**src/rtl/mdu_iter_if.sv**
```systemverilog
// Request/response bundle between the execute stage and the iterative
// multiply/divide unit: operand handshake, result handshake, abort and status.
interface mdu_iter_if #(
   parameter int XLEN = 32
);
   logic            in_valid;
   logic            in_ready;
   logic [2:0]      funct3;
   logic [XLEN-1:0] rs1;
   logic [XLEN-1:0] rs2;
   logic            flush;
   logic            out_valid;
   logic            out_ready;
   logic [XLEN-1:0] result;
   logic            busy;

   modport master (
      output in_valid, funct3, rs1, rs2, flush, out_ready,
      input  in_ready, out_valid, result, busy
   );

   modport slave (
      input  in_valid, funct3, rs1, rs2, flush, out_ready,
      output in_ready, out_valid, result, busy
   );
endinterface

```
**src/rtl/mdu_iter.sv**
```systemverilog
// Iterative RV32M/RV64M multiply/divide unit. Radix-2 shift-add multiply and
// restoring divide share one 2*XLEN working register. Operands are converted
// to magnitudes on acceptance and the sign is restored on the DONE-entry edge.
// The result is presented one cycle after DONE is entered, so a normal op shows
// out_valid XLEN+1 edges after acceptance and a special case after one edge.
module mdu_iter #(
   parameter int XLEN  = 32,
   parameter int CNT_W = $clog2(XLEN) + 1
) (
   input logic        clk,
   input logic        rst_n,
   mdu_iter_if.slave  bus
);

   typedef enum logic [1:0] {
      IDLE = 2'd0,
      CALC = 2'd1,
      DONE = 2'd2
   } state_t;

   localparam logic [XLEN-1:0]  ZERO_X   = {XLEN{1'b0}};
   localparam logic [XLEN-1:0]  ONES_X   = {XLEN{1'b1}};
   localparam logic [XLEN-1:0]  MIN_NEG  = {1'b1, {(XLEN-1){1'b0}}};
   localparam logic [CNT_W-1:0] CNT_ONE  = {{(CNT_W-1){1'b0}}, 1'b1};
   localparam logic [CNT_W-1:0] CNT_LOAD = CNT_W'(XLEN);

   // rs1 is treated as signed for MULH, MULHSU, DIV, REM
   function automatic logic rs1_signed(input logic [2:0] f3);
      case (f3)
         3'b001, 3'b010, 3'b100, 3'b110: rs1_signed = 1'b1;
         default:                        rs1_signed = 1'b0;
      endcase
   endfunction

   // rs2 is treated as signed for MULH, DIV, REM
   function automatic logic rs2_signed(input logic [2:0] f3);
      case (f3)
         3'b001, 3'b100, 3'b110: rs2_signed = 1'b1;
         default:                rs2_signed = 1'b0;
      endcase
   endfunction

   function automatic logic [XLEN-1:0] neg_x(input logic [XLEN-1:0] v);
      neg_x = ~v + {{(XLEN-1){1'b0}}, 1'b1};
   endfunction

   function automatic logic [2*XLEN-1:0] neg_2x(input logic [2*XLEN-1:0] v);
      neg_2x = ~v + {{(2*XLEN-1){1'b0}}, 1'b1};
   endfunction

   state_t            state_r, state_s;
   logic [2:0]        f3_r, f3_s;
   logic              sa_r, sa_s, sb_r, sb_s;
   logic [XLEN-1:0]   op_r, op_s;          // multiplicand or divisor magnitude
   logic [2*XLEN-1:0] acc_r, acc_s;        // product, or {remainder, quotient}
   logic [CNT_W-1:0]  cnt_r, cnt_s;
   logic [XLEN-1:0]   result_r, result_s;
   logic              in_ready_r, out_valid_r, busy_r;

   logic              a_neg_s, b_neg_s;
   logic [XLEN-1:0]   a_mag_s, b_mag_s;
   logic              div_zero_s, div_ovf_s, special_s;
   logic [XLEN-1:0]   special_res_s;
   logic [XLEN:0]     mul_sum_s, div_diff_s;
   logic [2*XLEN-1:0] step_s, prod_s;
   logic [XLEN-1:0]   fixup_s;

   // Operand conditioning and special-case detection for the incoming request
   always_comb begin
      a_neg_s    = rs1_signed(bus.funct3) & bus.rs1[XLEN-1];
      b_neg_s    = rs2_signed(bus.funct3) & bus.rs2[XLEN-1];
      a_mag_s    = a_neg_s ? neg_x(bus.rs1) : bus.rs1;
      b_mag_s    = b_neg_s ? neg_x(bus.rs2) : bus.rs2;
      div_zero_s = bus.funct3[2] && (bus.rs2 == ZERO_X);
      div_ovf_s  = bus.funct3[2] && !bus.funct3[0] &&
                   (bus.rs1 == MIN_NEG) && (bus.rs2 == ONES_X);
      special_s  = div_zero_s | div_ovf_s;
      if (div_zero_s) begin
         special_res_s = bus.funct3[1] ? bus.rs1 : ONES_X;
      end else if (div_ovf_s) begin
         special_res_s = bus.funct3[1] ? ZERO_X : bus.rs1;
      end else begin
         special_res_s = ZERO_X;
      end
   end

   // One multiply or divide iteration, plus the sign fixup of that iteration's output
   always_comb begin
      mul_sum_s  = {1'b0, acc_r[2*XLEN-1:XLEN]} +
                   (acc_r[0] ? {1'b0, op_r} : {(XLEN+1){1'b0}});
      div_diff_s = acc_r[2*XLEN-1:XLEN-1] - {1'b0, op_r};
      if (f3_r[2]) begin
         if (!div_diff_s[XLEN]) begin
            step_s = {div_diff_s[XLEN-1:0], acc_r[XLEN-2:0], 1'b1};
         end else begin
            step_s = {acc_r[2*XLEN-2:XLEN-1], acc_r[XLEN-2:0], 1'b0};
         end
      end else begin
         step_s = {mul_sum_s, acc_r[XLEN-1:1]};
      end
      prod_s = (sa_r ^ sb_r) ? neg_2x(step_s) : step_s;
      case (f3_r)
         3'b000:                 fixup_s = prod_s[XLEN-1:0];
         3'b001, 3'b010, 3'b011: fixup_s = prod_s[2*XLEN-1:XLEN];
         3'b100, 3'b101:         fixup_s = (sa_r ^ sb_r) ? neg_x(step_s[XLEN-1:0])
                                                         : step_s[XLEN-1:0];
         3'b110, 3'b111:         fixup_s = sa_r ? neg_x(step_s[2*XLEN-1:XLEN])
                                                : step_s[2*XLEN-1:XLEN];
         default:                fixup_s = ZERO_X;
      endcase
   end

   // Next-state and datapath-update decode for the IDLE/CALC/DONE sequencer
   always_comb begin
      state_s  = state_r;
      f3_s     = f3_r;
      sa_s     = sa_r;
      sb_s     = sb_r;
      op_s     = op_r;
      acc_s    = acc_r;
      cnt_s    = cnt_r;
      result_s = result_r;
      case (state_r)
         IDLE: begin
            if (bus.flush) begin
               state_s = IDLE;
            end else if (bus.in_valid) begin
               f3_s  = bus.funct3;
               sa_s  = a_neg_s;
               sb_s  = b_neg_s;
               cnt_s = CNT_LOAD;
               if (bus.funct3[2]) begin
                  op_s  = b_mag_s;
                  acc_s = {ZERO_X, a_mag_s};
               end else begin
                  op_s  = a_mag_s;
                  acc_s = {ZERO_X, b_mag_s};
               end
               if (special_s) begin
                  state_s  = DONE;
                  result_s = special_res_s;
               end else begin
                  state_s = CALC;
               end
            end else begin
               state_s = IDLE;
            end
         end
         CALC: begin
            acc_s = step_s;
            cnt_s = cnt_r - CNT_ONE;
            if (bus.flush) begin
               state_s = IDLE;
            end else if (cnt_r == CNT_ONE) begin
               state_s  = DONE;
               result_s = fixup_s;
            end else begin
               state_s = CALC;
            end
         end
         DONE: begin
            // out_ready only counts once the result is actually presented
            if (bus.flush || (bus.out_ready && out_valid_r)) begin
               state_s = IDLE;
            end else begin
               state_s = DONE;
            end
         end
         default: begin
            state_s = IDLE;
         end
      endcase
   end

   // State, datapath and registered handshake outputs
   always_ff @(posedge clk) begin
      if (!rst_n) begin
         state_r     <= IDLE;
         f3_r        <= 3'b000;
         sa_r        <= 1'b0;
         sb_r        <= 1'b0;
         op_r        <= ZERO_X;
         acc_r       <= {(2*XLEN){1'b0}};
         cnt_r       <= {CNT_W{1'b0}};
         result_r    <= ZERO_X;
         in_ready_r  <= 1'b1;
         out_valid_r <= 1'b0;
         busy_r      <= 1'b0;
      end else begin
         state_r     <= state_s;
         f3_r        <= f3_s;
         sa_r        <= sa_s;
         sb_r        <= sb_s;
         op_r        <= op_s;
         acc_r       <= acc_s;
         cnt_r       <= cnt_s;
         result_r    <= result_s;
         in_ready_r  <= (state_s == IDLE);
         out_valid_r <= (state_r == DONE) && (state_s == DONE);
         busy_r      <= (state_s != IDLE);
      end
   end

   assign bus.in_ready  = in_ready_r;
   assign bus.out_valid = out_valid_r;
   assign bus.busy      = busy_r;
   assign bus.result    = result_r;

endmodule

```
**src/flat_wrapper.sv**
```systemverilog
// flat-port wrapper written by rule: the top's interface ports become plain ports
module mdu_iter_flat 
#(
   parameter int XLEN  = 32,
   parameter int CNT_W = $clog2(XLEN) + 1
)
  (clk, rst_n, bus_in_valid, bus_funct3, bus_rs1, bus_rs2, bus_flush, bus_out_ready, bus_in_ready, bus_out_valid, bus_result, bus_busy);
  mdu_iter_if #(.XLEN(XLEN)) bus_i ();
  input logic clk;
  input logic rst_n;
  input wire logic [$bits(bus_i.in_valid)-1:0] bus_in_valid;
  input wire logic [$bits(bus_i.funct3)-1:0] bus_funct3;
  input wire logic [$bits(bus_i.rs1)-1:0] bus_rs1;
  input wire logic [$bits(bus_i.rs2)-1:0] bus_rs2;
  input wire logic [$bits(bus_i.flush)-1:0] bus_flush;
  input wire logic [$bits(bus_i.out_ready)-1:0] bus_out_ready;
  output wire logic [$bits(bus_i.in_ready)-1:0] bus_in_ready;
  output wire logic [$bits(bus_i.out_valid)-1:0] bus_out_valid;
  output wire logic [$bits(bus_i.result)-1:0] bus_result;
  output wire logic [$bits(bus_i.busy)-1:0] bus_busy;
  assign bus_i.in_valid = bus_in_valid;
  assign bus_i.funct3 = bus_funct3;
  assign bus_i.rs1 = bus_rs1;
  assign bus_i.rs2 = bus_rs2;
  assign bus_i.flush = bus_flush;
  assign bus_i.out_ready = bus_out_ready;
  assign bus_in_ready = bus_i.in_ready;
  assign bus_out_valid = bus_i.out_valid;
  assign bus_result = bus_i.result;
  assign bus_busy = bus_i.busy;
  mdu_iter #(.XLEN(XLEN), .CNT_W(CNT_W)) u_core (.clk(clk), .rst_n(rst_n), .bus(bus_i));
endmodule
```
**config.mk**
```make
export PLATFORM = sky130hd
export DESIGN_NAME = mdu_iter_flat
export DESIGN_NICKNAME = d
export VERILOG_FILES = /design/src/rtl/mdu_iter_if.sv /design/src/rtl/mdu_iter.sv /design/src/flat_wrapper.sv
export SDC_FILE = /design/constraint.sdc
export NUM_CORES = 1
export LEC_CHECK = 0
export BUFFER_PORTS_ARGS = -buffer_cell sky130_fd_sc_hd__buf_4
export CAP_MARGIN = 15
export CORE_MARGIN = 2
export CORE_UTILIZATION = 45
export DETAILED_ROUTE_END_ITERATION = 7
export SYNTH_ARGS = -nofsm -noshare
export SYNTH_HDL_FRONTEND = slang
export SYNTH_SLANG_ARGS = --single-unit
```
**constraint.sdc**
```tcl
create_clock -name clk -period 8.2 [get_ports clk]
set_input_delay 0.82 -clock clk [delete_from_list [all_inputs] [get_ports clk]]
set_output_delay 0.82 -clock clk [all_outputs]
set_load 0.03 [all_outputs]
```
-- After elaboration in Yosys (flattened, before gate mapping)
Index checks and enable logic that the tools add are counted.
- flip-flop bits (word level): 144
- input port bits: 72
- output and inout bits: 35
- logic and storage cells: 109
- add/subtract/negate cells: 8
- equal/unequal tests: 22
- muxes and demuxes: 36
- bitwise gates (word level): 10
- reduce and logical (&&, ||, !) cells: 22
- operator list (cell ; count):
    $mux 32 ; 16
    $mux 64 ; 5
    $add 32x1->32 const B ; 4
    $not 32->32 ; 4
    $pmux 32 s4 ; 1
    $pmux 64 s2 ; 1
    $add 64x1->64 const B ; 1
    $eq 32x32->1 const B ; 2
    $not 64->64 ; 1
    $pmux 32 s2 ; 1
    $add 32x33->33 ; 1
    $sub 33x32->33 ; 1
    $logic_not 32->1 ; 1
    $eq 3x3->1 const B ; 6
    $mux 2 ; 6
    $mux 6 ; 2
    $pmux 6 s2 ; 1
    $eq 3x2->1 const B ; 3
    $eq 3x1->1 const B ; 2
    $eq 6x1->1 const B ; 1
    $logic_and 1x1->1 ; 6
    $ne 2x2->1 const B ; 3
    $pmux 2 s3 ; 1
    $reduce_and 3->1 ; 2
    other kinds (18) ; 26

-- Depth between registers and ports, before layout
Gate-level depths: netlist of run 1.
- word-level depth: 11
- mapped depth: 24
- gate-level depth less buffers: 23

-- Worst setup path before layout of run 1
Ideal clock, no wire load.
- path kind: register to register
- start: reg u_core.f3_r[2]
- end: reg u_core.result_r[26] (netlist: u_core.bus.result[26])
- library setup time: 0.074 ns
- arrival: 5.384 ns
- required time: 8.126 ns
- slack: 2.742 ns
- stages on the path, launching flop included: 23
- period minus slack after synthesis: 5.458 ns
- path through: dfxtp_1 > buf_2 > buf_2 > buf_1 > clkbuf_1 > clkbuf_1 > buf_1 > buf_1 > buf_1 > clkbuf_1 > o21ai_0 > inv_1 > ha_1 > o21ai_0 > nor2_1 > and4_1 > and2_1 > nand2b_1 > nor2_1 > nand3_2 > or4_1 > o31a_1 > a31oi_1
- word-level cells in the longest chain between the ends: 8
- RTL lines (item ; line ; source):
    start: declaration ; mdu_iter.sv:52 ; logic [2:0] f3_r, f3_s;
    start signal: assignment ; mdu_iter.sv:191 ; f3_r <= f3_s;
    $mux 64 ; mdu_iter.sv:92 ; if (f3_r[2]) begin
    $not 64->64 / $not 32->32 (equally long branches) ; mdu_iter.sv:48, mdu_iter.sv:44 ;
    $add 64x1->64 / $add 32x1->32 (equally long branches) ; mdu_iter.sv:48, mdu_iter.sv:44 ;
    $mux 64, or another cell as far along ; mdu_iter.sv:101 ; prod_s = (sa_r ^ sb_r) ? neg_2x(step_s) : step_s;
    $pmux 32 s4 * ; mdu_iter.sv:102 ; case (f3_r)
    $mux 32 * ; mdu_iter.sv:154 ; end else if (cnt_r == CNT_ONE) begin
    $mux 32 * ; mdu_iter.sv:152 ; if (bus.flush) begin
    $pmux 32 s2 * ; mdu_iter.sv:123 ; case (state_r)
    end signal: assignment ; mdu_iter.sv:197 ; result_r <= result_s;
    end: declaration ; mdu_iter.sv:57 ; logic [XLEN-1:0] result_r, result_s;
Mark *: on every way between the ends. The rest lies on a longest branch, timed or not. The select of a mux whose other input is x is not followed.
A chain may end at the register's enable or synchronous reset.

-- Worst setup path after layout of run 1
- start: reg u_core.acc_r[31]
- end: reg u_core.result_r[21] (netlist: u_core.bus.result[21])
- word-level cells in the longest chain between the ends: 10
- RTL lines (item ; line ; source):
    start: declaration ; mdu_iter.sv:55 ; logic [2*XLEN-1:0] acc_r, acc_s;
    start signal: assignment ; mdu_iter.sv:183 ; acc_r <= {(2*XLEN){1'b0}};
    start signal: assignment ; mdu_iter.sv:195 ; acc_r <= acc_s;
    $sub 33x32->33 ; mdu_iter.sv:91 ; div_diff_s = acc_r[2*XLEN-1:XLEN-1] - {1'b0, op_r};
    $mux 64 ; mdu_iter.sv:93 ; if (!div_diff_s[XLEN]) begin
    $mux 64 * ; mdu_iter.sv:92 ;
    $not 64->64 / $not 32->32 (equally long branches) ; mdu_iter.sv:48, mdu_iter.sv:44 ;
    $add 64x1->64 / $add 32x1->32 (equally long branches) ; mdu_iter.sv:48, mdu_iter.sv:44 ;
    $mux 64, or another cell as far along ; mdu_iter.sv:101 ;
    $pmux 32 s4 * ; mdu_iter.sv:102 ;
    $mux 32 * ; mdu_iter.sv:154 ;
    $mux 32 * ; mdu_iter.sv:152 ;
    $pmux 32 s2 * ; mdu_iter.sv:123 ;
Marks and branches as above.

==> results.py, run 1 <==
metrics = {
    "clock_network": {
        "holdBufCountCts": 0,
        "numCtsBuffers": 17,
        "clkSinkCount": 144,
        "htree_levels": 4,
        "cts_resized": 0,
        "clockRootBuffer": "clkbuf_16",
        "path_clk_slew_ns": 0.07,
        "post_cts_buffers": 0,
        "cts_tree": "built",
        "cts_buffer_depth": 2,
        "clkLatencyLatePin_ns": 0.46,
    },
    "logic_synthesis": {
        "yosys.area.top_type": "dfxtp_1",
        "yosysWarnings": 0,
        "synth.area.top_cells": "dfxtp_1 (18%), nor2_1 (7.9%), a21oi_1 (6.7%), xnor2_1 (6.0%), ha_1 (5.6%)",
        "syn_avg_cell_area_sq_um": 6.94,
        "synth_edf_count": 0,
        "synth_area_sq_mm": 0.0157,
        "synthesis.nets": 2403,
        "synth.distinct_cells": 99,
        "synth-main-ff-cell": "dfxtp_1",
        "synth_commonest_cells": "nor2_1 (332), a21oi_1 (210), nand2_1 (196)",
        "async_flop_share_pct": 0,
        "postSynthCellCount": 2259,
        "ys_seq_elements": 144,
        "yosys.area.top_type_share_pct": 18.4,
        "yosysMostFrequentCell": "nor2_1",
        "yosysSeqAreaShare_pct": 18.4,
    },
    "layout": {
        "syn_to_final_growth_pct": 10.4,
        "fill_cells": 3571,
        "postLayoutCellArea_sq_mm": 0.0173,
        "nets": 2410,
        "drive_above_1_share_pct": 10.4,
    },
    "setup_path": {
        "path_common_cell": "o31ai_1",
        "cp.required_ns": 8.53,
        "r2r_start": "u_core.acc_r[31]",
        "arrival_ns": 6.52,
        "path_max_fanout": 20,
        "max_stage_delay_ns": 0.71,
        "end_kind": "flip-flop",
        "start_kind": "flip-flop",
        "r2r_cells": 17,
        "worstPathCellList": "inv_1 -> ha_1 -> fa_1 -> nor2b_1 -> o31ai_1 -> a2111o_1 -> a21oi_4 -> or2_1 -> nand2_2 -> a311o_1 -> nor4_4 -> buf_4 -> nand4_4 -> o31ai_1 -> xnor2_1 -> a22oi_1 -> o21ai_1",
        "r2r_slack_ns": 2.01,
        "critPathSlowestCell": "or2_1",
        "crit_type": "flip-flop to flip-flop",
        "r2r-end": "u_core.bus.result[21]",
    },
    "floorplanning": {
        "die_width_microns": 191,
        "start_util_pct": 45.5,
        "fp.dieArea_sq_mm": 0.0364,
        "core_area_sq_mm": 0.0345,
        "fp.dieH_microns": 191,
        "row_count": 68,
        "boundaryPins": 107,
    },
    "min_path": {
        "hold_path_class": "flip-flop to flip-flop",
        "min_path_cells": 2,
        "hold-path-endpoint": "u_core.op_r[2]",
        "min_from": "u_core.op_r[2]",
    },
    "status": {
        "outcome": "finished clean",
    },
    "sta": {
        "clock_skew_ns": 0.0102,
        "tightest_slew_ns": 1.17,
        "fin_tns_setup_ns": 0,
        "final.period_utilization_pct": 75.4,
        "finalMaxSlewViolations": 0,
        "rsz0062_at_grt": "false",
        "relSlewSlack_pct": 21.5,
        "fin_crit_ns": 6.19,
        "fmax_mhz": 162,
        "finalSetupViolCount": 0,
        "hold_violations": 0,
    },
    "place": {
        "portBuffers": 106,
        "gp_congestion": 0.991,
        "place_area_sq_mm": 0.0168,
        "dp_hpwl_microns": 52600,
    },
    "global_routing": {
        "grt_max_degree": 148,
        "grt_pass1_vias": 16900,
        "grt_pass1_wl_microns": 104000,
        "gr-usage-all-layers_pct": 38.0,
        "antenna_found_initial": 3,
        "grt_overflow": 0,
    },
    "drt": {
        "drtAntennaViolNets": 0,
        "first_pass_iters": 7,
        "detail_route.wirelength_microns": 69400,
        "drc": 0,
        "avgViaCountPerCell": 6.63,
        "avgRoutedWirePerCell_microns": 25.4,
        "vias": 18100,
        "drtIter0Drc": 1768,
    },
    "power_and_ir_drop": {
        "p_int_mw": 1.43,
        "switching_power_uw": 975,
        "pwr-share-comb_pct": 36.2,
        "cellLeakagePower_nw": 6.60,
        "vdd_drop_max_mv": 0.150,
        "p_clk_share_pct": 32.4,
        "seqPwrFrac_pct": 31.4,
        "p_sw_share_pct": 40.5,
        "power_density_mw_per_mm2": 139,
        "p_total_mw": 2.41,
    },
    "run": {
        "max_cap_violations": 0,
    },
}
power by group through the flow:
stage	clock, mW	sequential (mW)	combinational (mW)
2_1_floorplan	0	0.763	0.577
5_1_grt	0.809	0.758	0.936
6_report	0.779	0.756	0.872
3_3_place_gp	0	0.769	0.845
3_5_place_dp	0	0.770	0.846
4_1_cts	0.781	0.754	0.850
kinds of logic (layout without fill, tap and decap cells):
group,count (synthesis),count (layout),synth area share [%]
mux,46,46,3.05
fa+ha+maj,72,72,5.84
compound gates,784,784,33.3
flops,144,144,18.4
xor+xnor,174,174,9.72
simple gates,815,815,24.1
buf+inv,224,242,5.62
other cells,0,1,0
metrics by stage:
step           cells  setup WS (ns)  hold WS [ns]  util (%)
5_1_grt         2732           1.65         0.473      50.3
3_3_place_gp    2701           2.33         0.442      48.7
4_1_cts         2731           2.24         0.455      50.2
2_1_floorplan   2259           2.74         0.432         -
3_5_place_dp    2701           2.26         0.447      48.7
6_report        2733           2.01         0.449      50.3
cell type report:
type                       instances  area, sq um  share of cell area [%]
multi-input combinational       1891        12000                    69.2
tap                              455          569                    3.29
timing repair buffer             140         1060                    6.13
clock buffer                      18          429                    2.48
inverter                          72          272                    1.57
clock inverter                    12          110                   0.636
antenna                            1         2.50                  0.0144
sequential                       144         2890                    16.7
critical path: cells and delay by family (launching register included):
kind,cells,cell delay [ns]
flops,1,0.36
simple gates,5,1.91
fa+ha+maj,2,0.63
compound gates,7,2.66
buf+inv,2,0.38
xor+xnor,1,0.11
worst max-delay path by stage:
stage / depth (start not counted) / to / start / slack [ns]
detailed placement: 17 / u_core.bus.result[21] / u_core.acc_r[31] / 2.26
global route: 16 / u_core.bus.result[17] / u_core.acc_r[31] / 1.65
global placement: 17 / u_core.bus.result[21] / u_core.acc_r[31] / 2.33
CTS: 17 / u_core.bus.result[21] / u_core.acc_r[31] / 2.24
floorplan: 22 / u_core.bus.result[26] / u_core.f3_r[2] / 2.74
finish: 17 / u_core.bus.result[21] / u_core.acc_r[31] / 2.01
cells in the final DEF (no fill, tap or decap), types with 22 or more instances in the layout:
master,count
ha_1,70
o21ai_0,160
a21oi_1,210
nor3_1,51
nand4_1,28
mux2i_1,31
dfxtp_1,143
inv_1,70
a31oi_1,37
a221oi_1,24
xor2_1,65
buf_4,138
a21o_1,35
xnor2_1,107
nor4_1,30
nor2_1,332
o31ai_1,22
nand3_1,40
a211oi_1,43
a22oi_1,24
o211ai_1,34
nand2_1,196
registers in the layout, indices dropped and copies added, names as in the netlist, 2 cells and up:
| signal | flops |
|---|---|
| u_core.state_r | 2 |
| u_core.bus.result | 32 |
| u_core.op_r | 32 |
| u_core.f3_r | 3 |
| u_core.acc_r | 64 |
| u_core.cnt_r | 6 |
layer usage:
layer	part of all wire, %	global-route usage (%)
met1	41	47.9
met3	8.2	7.05
met4	5.9	21.5
met2	45	60.9
met5	0.039	0
No activity file was read; power rests on OpenSTA's default activity.
==> run 2: changes to the inputs <==
==> constraint.sdc (replaced) <==
create_clock -name clk -period 5.1 [get_ports clk]
set_input_delay 0.51 -clock clk [delete_from_list [all_inputs] [get_ports clk]]
set_output_delay 0.51 -clock clk [all_outputs]
set_load 0.03 [all_outputs]
==> results.py, run 2 (synthesized netlist as in run 1, its figures left out) <==
metrics = {
    "status": {
        "outcome": "finished clean",
    },
    "layout": {
        "syn_to_final_growth_pct": 17.8,
        "regMostFlops": "u_core.acc_r",
        "final_cell_mix": "nor2_1 (330), buf_4 (260), a21oi_1 (209)",
        "layout_commonest_cell": "nor2_1",
        "fill_cells": 3508,
        "drive_above_1_share_pct": 15.7,
        "fin_util_pct": 53.6,
        "regArea_sq_mm": 0.00289,
        "multi_input_area_sq_mm": 0.0121,
        "largest_reg_flops": 64,
        "nets": 2536,
    },
    "sta": {
        "tightest_slew_ns": 1.18,
        "clock_skew_ns": 0.0167,
        "fin_crit_ns": 4.92,
        "rsz0062_at_grt": "false",
        "fmax_mhz": 203,
        "final.period_utilization_pct": 96.4,
        "setup_ws_ns": 0.182,
        "finalMaxSlewViolations": 0,
        "fin_tns_setup_ns": 0,
        "finalSetupViolCount": 0,
        "hold_violations": 0,
        "relSlewSlack_pct": 20.6,
    },
    "setup_path": {
        "end_kind": "flip-flop",
        "start_kind": "flip-flop",
        "path_max_fanout": 20,
        "r2r_cells": 16,
        "arrival_ns": 5.31,
        "r2r-end": "u_core.bus.result[26]",
        "crit_path_start": "u_core.op_r[16]",
        "cp.required_ns": 5.49,
        "r2r_slack_ns": 0.18,
        "r2r_start": "u_core.op_r[16]",
        "crit_type": "flip-flop to flip-flop",
    },
    "power_and_ir_drop": {
        "p_int_mw": 2.54,
        "p_sw_share_pct": 38.6,
        "pwr-share-comb_pct": 36.8,
        "switching_power_mw": 1.59,
        "vdd_drop_max_mv": 0.264,
        "cellLeakagePower_nw": 7.29,
        "seqPwrFrac_pct": 29.5,
        "p_clk_share_pct": 33.7,
        "power_density_mw_per_mm2": 224,
    },
    "global_routing": {
        "antenna_found_initial": 2,
        "gr-usage-all-layers_pct": 38.6,
        "grt_max_degree": 93,
        "grt_pass1_vias": 17200,
        "grt_pass1_wl_microns": 106000,
        "grt_overflow": 0,
    },
    "clock_network": {
        "numCtsBuffers": 17,
        "clockRootBuffer": "clkbuf_16",
        "htree_levels": 4,
        "cts_buffer_depth": 2,
        "clkLatencyLatePin_ns": 0.46,
        "clkSinkCount": 144,
        "cts_tree": "built",
        "path_clk_slew_ns": 0.07,
    },
    "drt": {
        "drtAntennaViolNets": 0,
        "first_pass_iters": 6,
        "vias": 18600,
        "drtIter0Drc": 1953,
        "detail_route.wirelength_microns": 71200,
        "avgViaCountPerCell": 6.52,
        "drc": 0,
        "avgRoutedWirePerCell_microns": 24.9,
    },
    "floorplanning": {
        "core_area_sq_mm": 0.0345,
        "boundaryPins": 107,
        "fp.dieArea_sq_mm": 0.0364,
        "start_util_pct": 45.5,
        "row_count": 68,
        "die_width_microns": 191,
        "fp.dieH_microns": 191,
    },
    "min_path": {
        "min_path_cells": 3,
        "hold_path_class": "primary input to flip-flop",
        "min_from": "bus_funct3[1]",
        "hold-path-endpoint": "u_core.f3_r[1]",
    },
    "run": {
        "max_cap_violations": 0,
    },
    "place": {
        "gp_congestion": 1.04,
        "pre_cts_ws_ns": 0.125,
        "dp_hpwl_microns": 55700,
        "portBuffers": 106,
    },
}
## run 2: changes by cell type in the layout (fill, tap and decap cells not counted), sizes merged
cell      delta
bufinv       +2
clkinv       -1
inv          -1
buf        +126
clkbuf       +3
clkinvlp     -1
## run 2: worst max path at each step
stage | slack (ns) | cells past startpoint | endpoint
after floorplan | 0.03 | 22 | u_core.bus.result[26]
after global placement | 0.17 | 18 | u_core.bus.result[27]
after detailed placement | 0.13 | 19 | u_core.bus.result[31]
after CTS | 0.08 | 19 | u_core.bus.result[31]
after global routing | 0.01 | 18 | u_core.bus.result[29]
final | 0.18 | 16 | u_core.bus.result[26]
## run 2: layout make-up
| class | count | share of cell area [%] |
|---|---|---|
| Clock buffer | 21 | 2.55 |
| Clock inverter | 11 | 0.819 |
| Tap cell | 455 | 3.08 |
| Inverter | 72 | 1.47 |
| Timing Repair Buffer | 266 | 11.1 |
| Multi-Input combinational cell | 1891 | 65.4 |
| Antenna cell | 1 | 0.0135 |
| Sequential cell | 144 | 15.6 |
## run 2: worst max-delay path, cell delays in order, from the launching register on
cell and delay (ns):
dfxtp_1 0.33, inv_1 0.13, ha_1 0.43, and2_2 0.25, nand3_1 0.21, or4_1 0.56, a21oi_4 0.18, buf_4 0.18
o21a_4 0.30, nor3_1 0.14, a2111oi_2 0.42, nor3b_2 0.34, buf_4 0.25, nand3_2 0.14, or4_1 0.57, o31a_1 0.26
a31oi_1 0.16
## run 2: through the flow
step,instances,power (mW),instance area [sq um],hold slack (ns)
global route,2860,4.29,18500,0.367
CTS,2857,4.08,18300,0.347
finish,2861,4.13,18500,0.357
floorplan,2259,2.15,15700,0.432
global placement,2824,2.69,17700,0.442
detailed placement,2825,2.70,17700,0.450
## run 2: power by group through the flow
stage	logic, mW	registers [mW]	clock network (mW)
final	1.52	1.22	1.39
after detailed placement	1.46	1.24	0
after floorplan	0.929	1.23	0
after global placement	1.45	1.24	0
after global routing	1.62	1.22	1.44
after CTS	1.47	1.22	1.40
## run 2: timing repair
action | 4_1_cts | 5_1_grt
setup endpoints to repair | 0 | 25
hold endpoints to repair | 0 | 0
resized for setup | 0 | 24
hold buffers | 0 | 0
setup buffers | 0 | 2
## run 2: per-layer routing
| metal | share of wire [%] | up-vias | track usage, % |
|---|---|---|---|
| met5 | 0 | - | 0 |
| met3 | 7.8 | 164 | 6.15 |
| li1 | - | 8624 | - |
| met4 | 5.0 | 0 | 17.9 |
| met1 | 41 | 8993 | 48.5 |
| met2 | 46 | 867 | 64.5 |
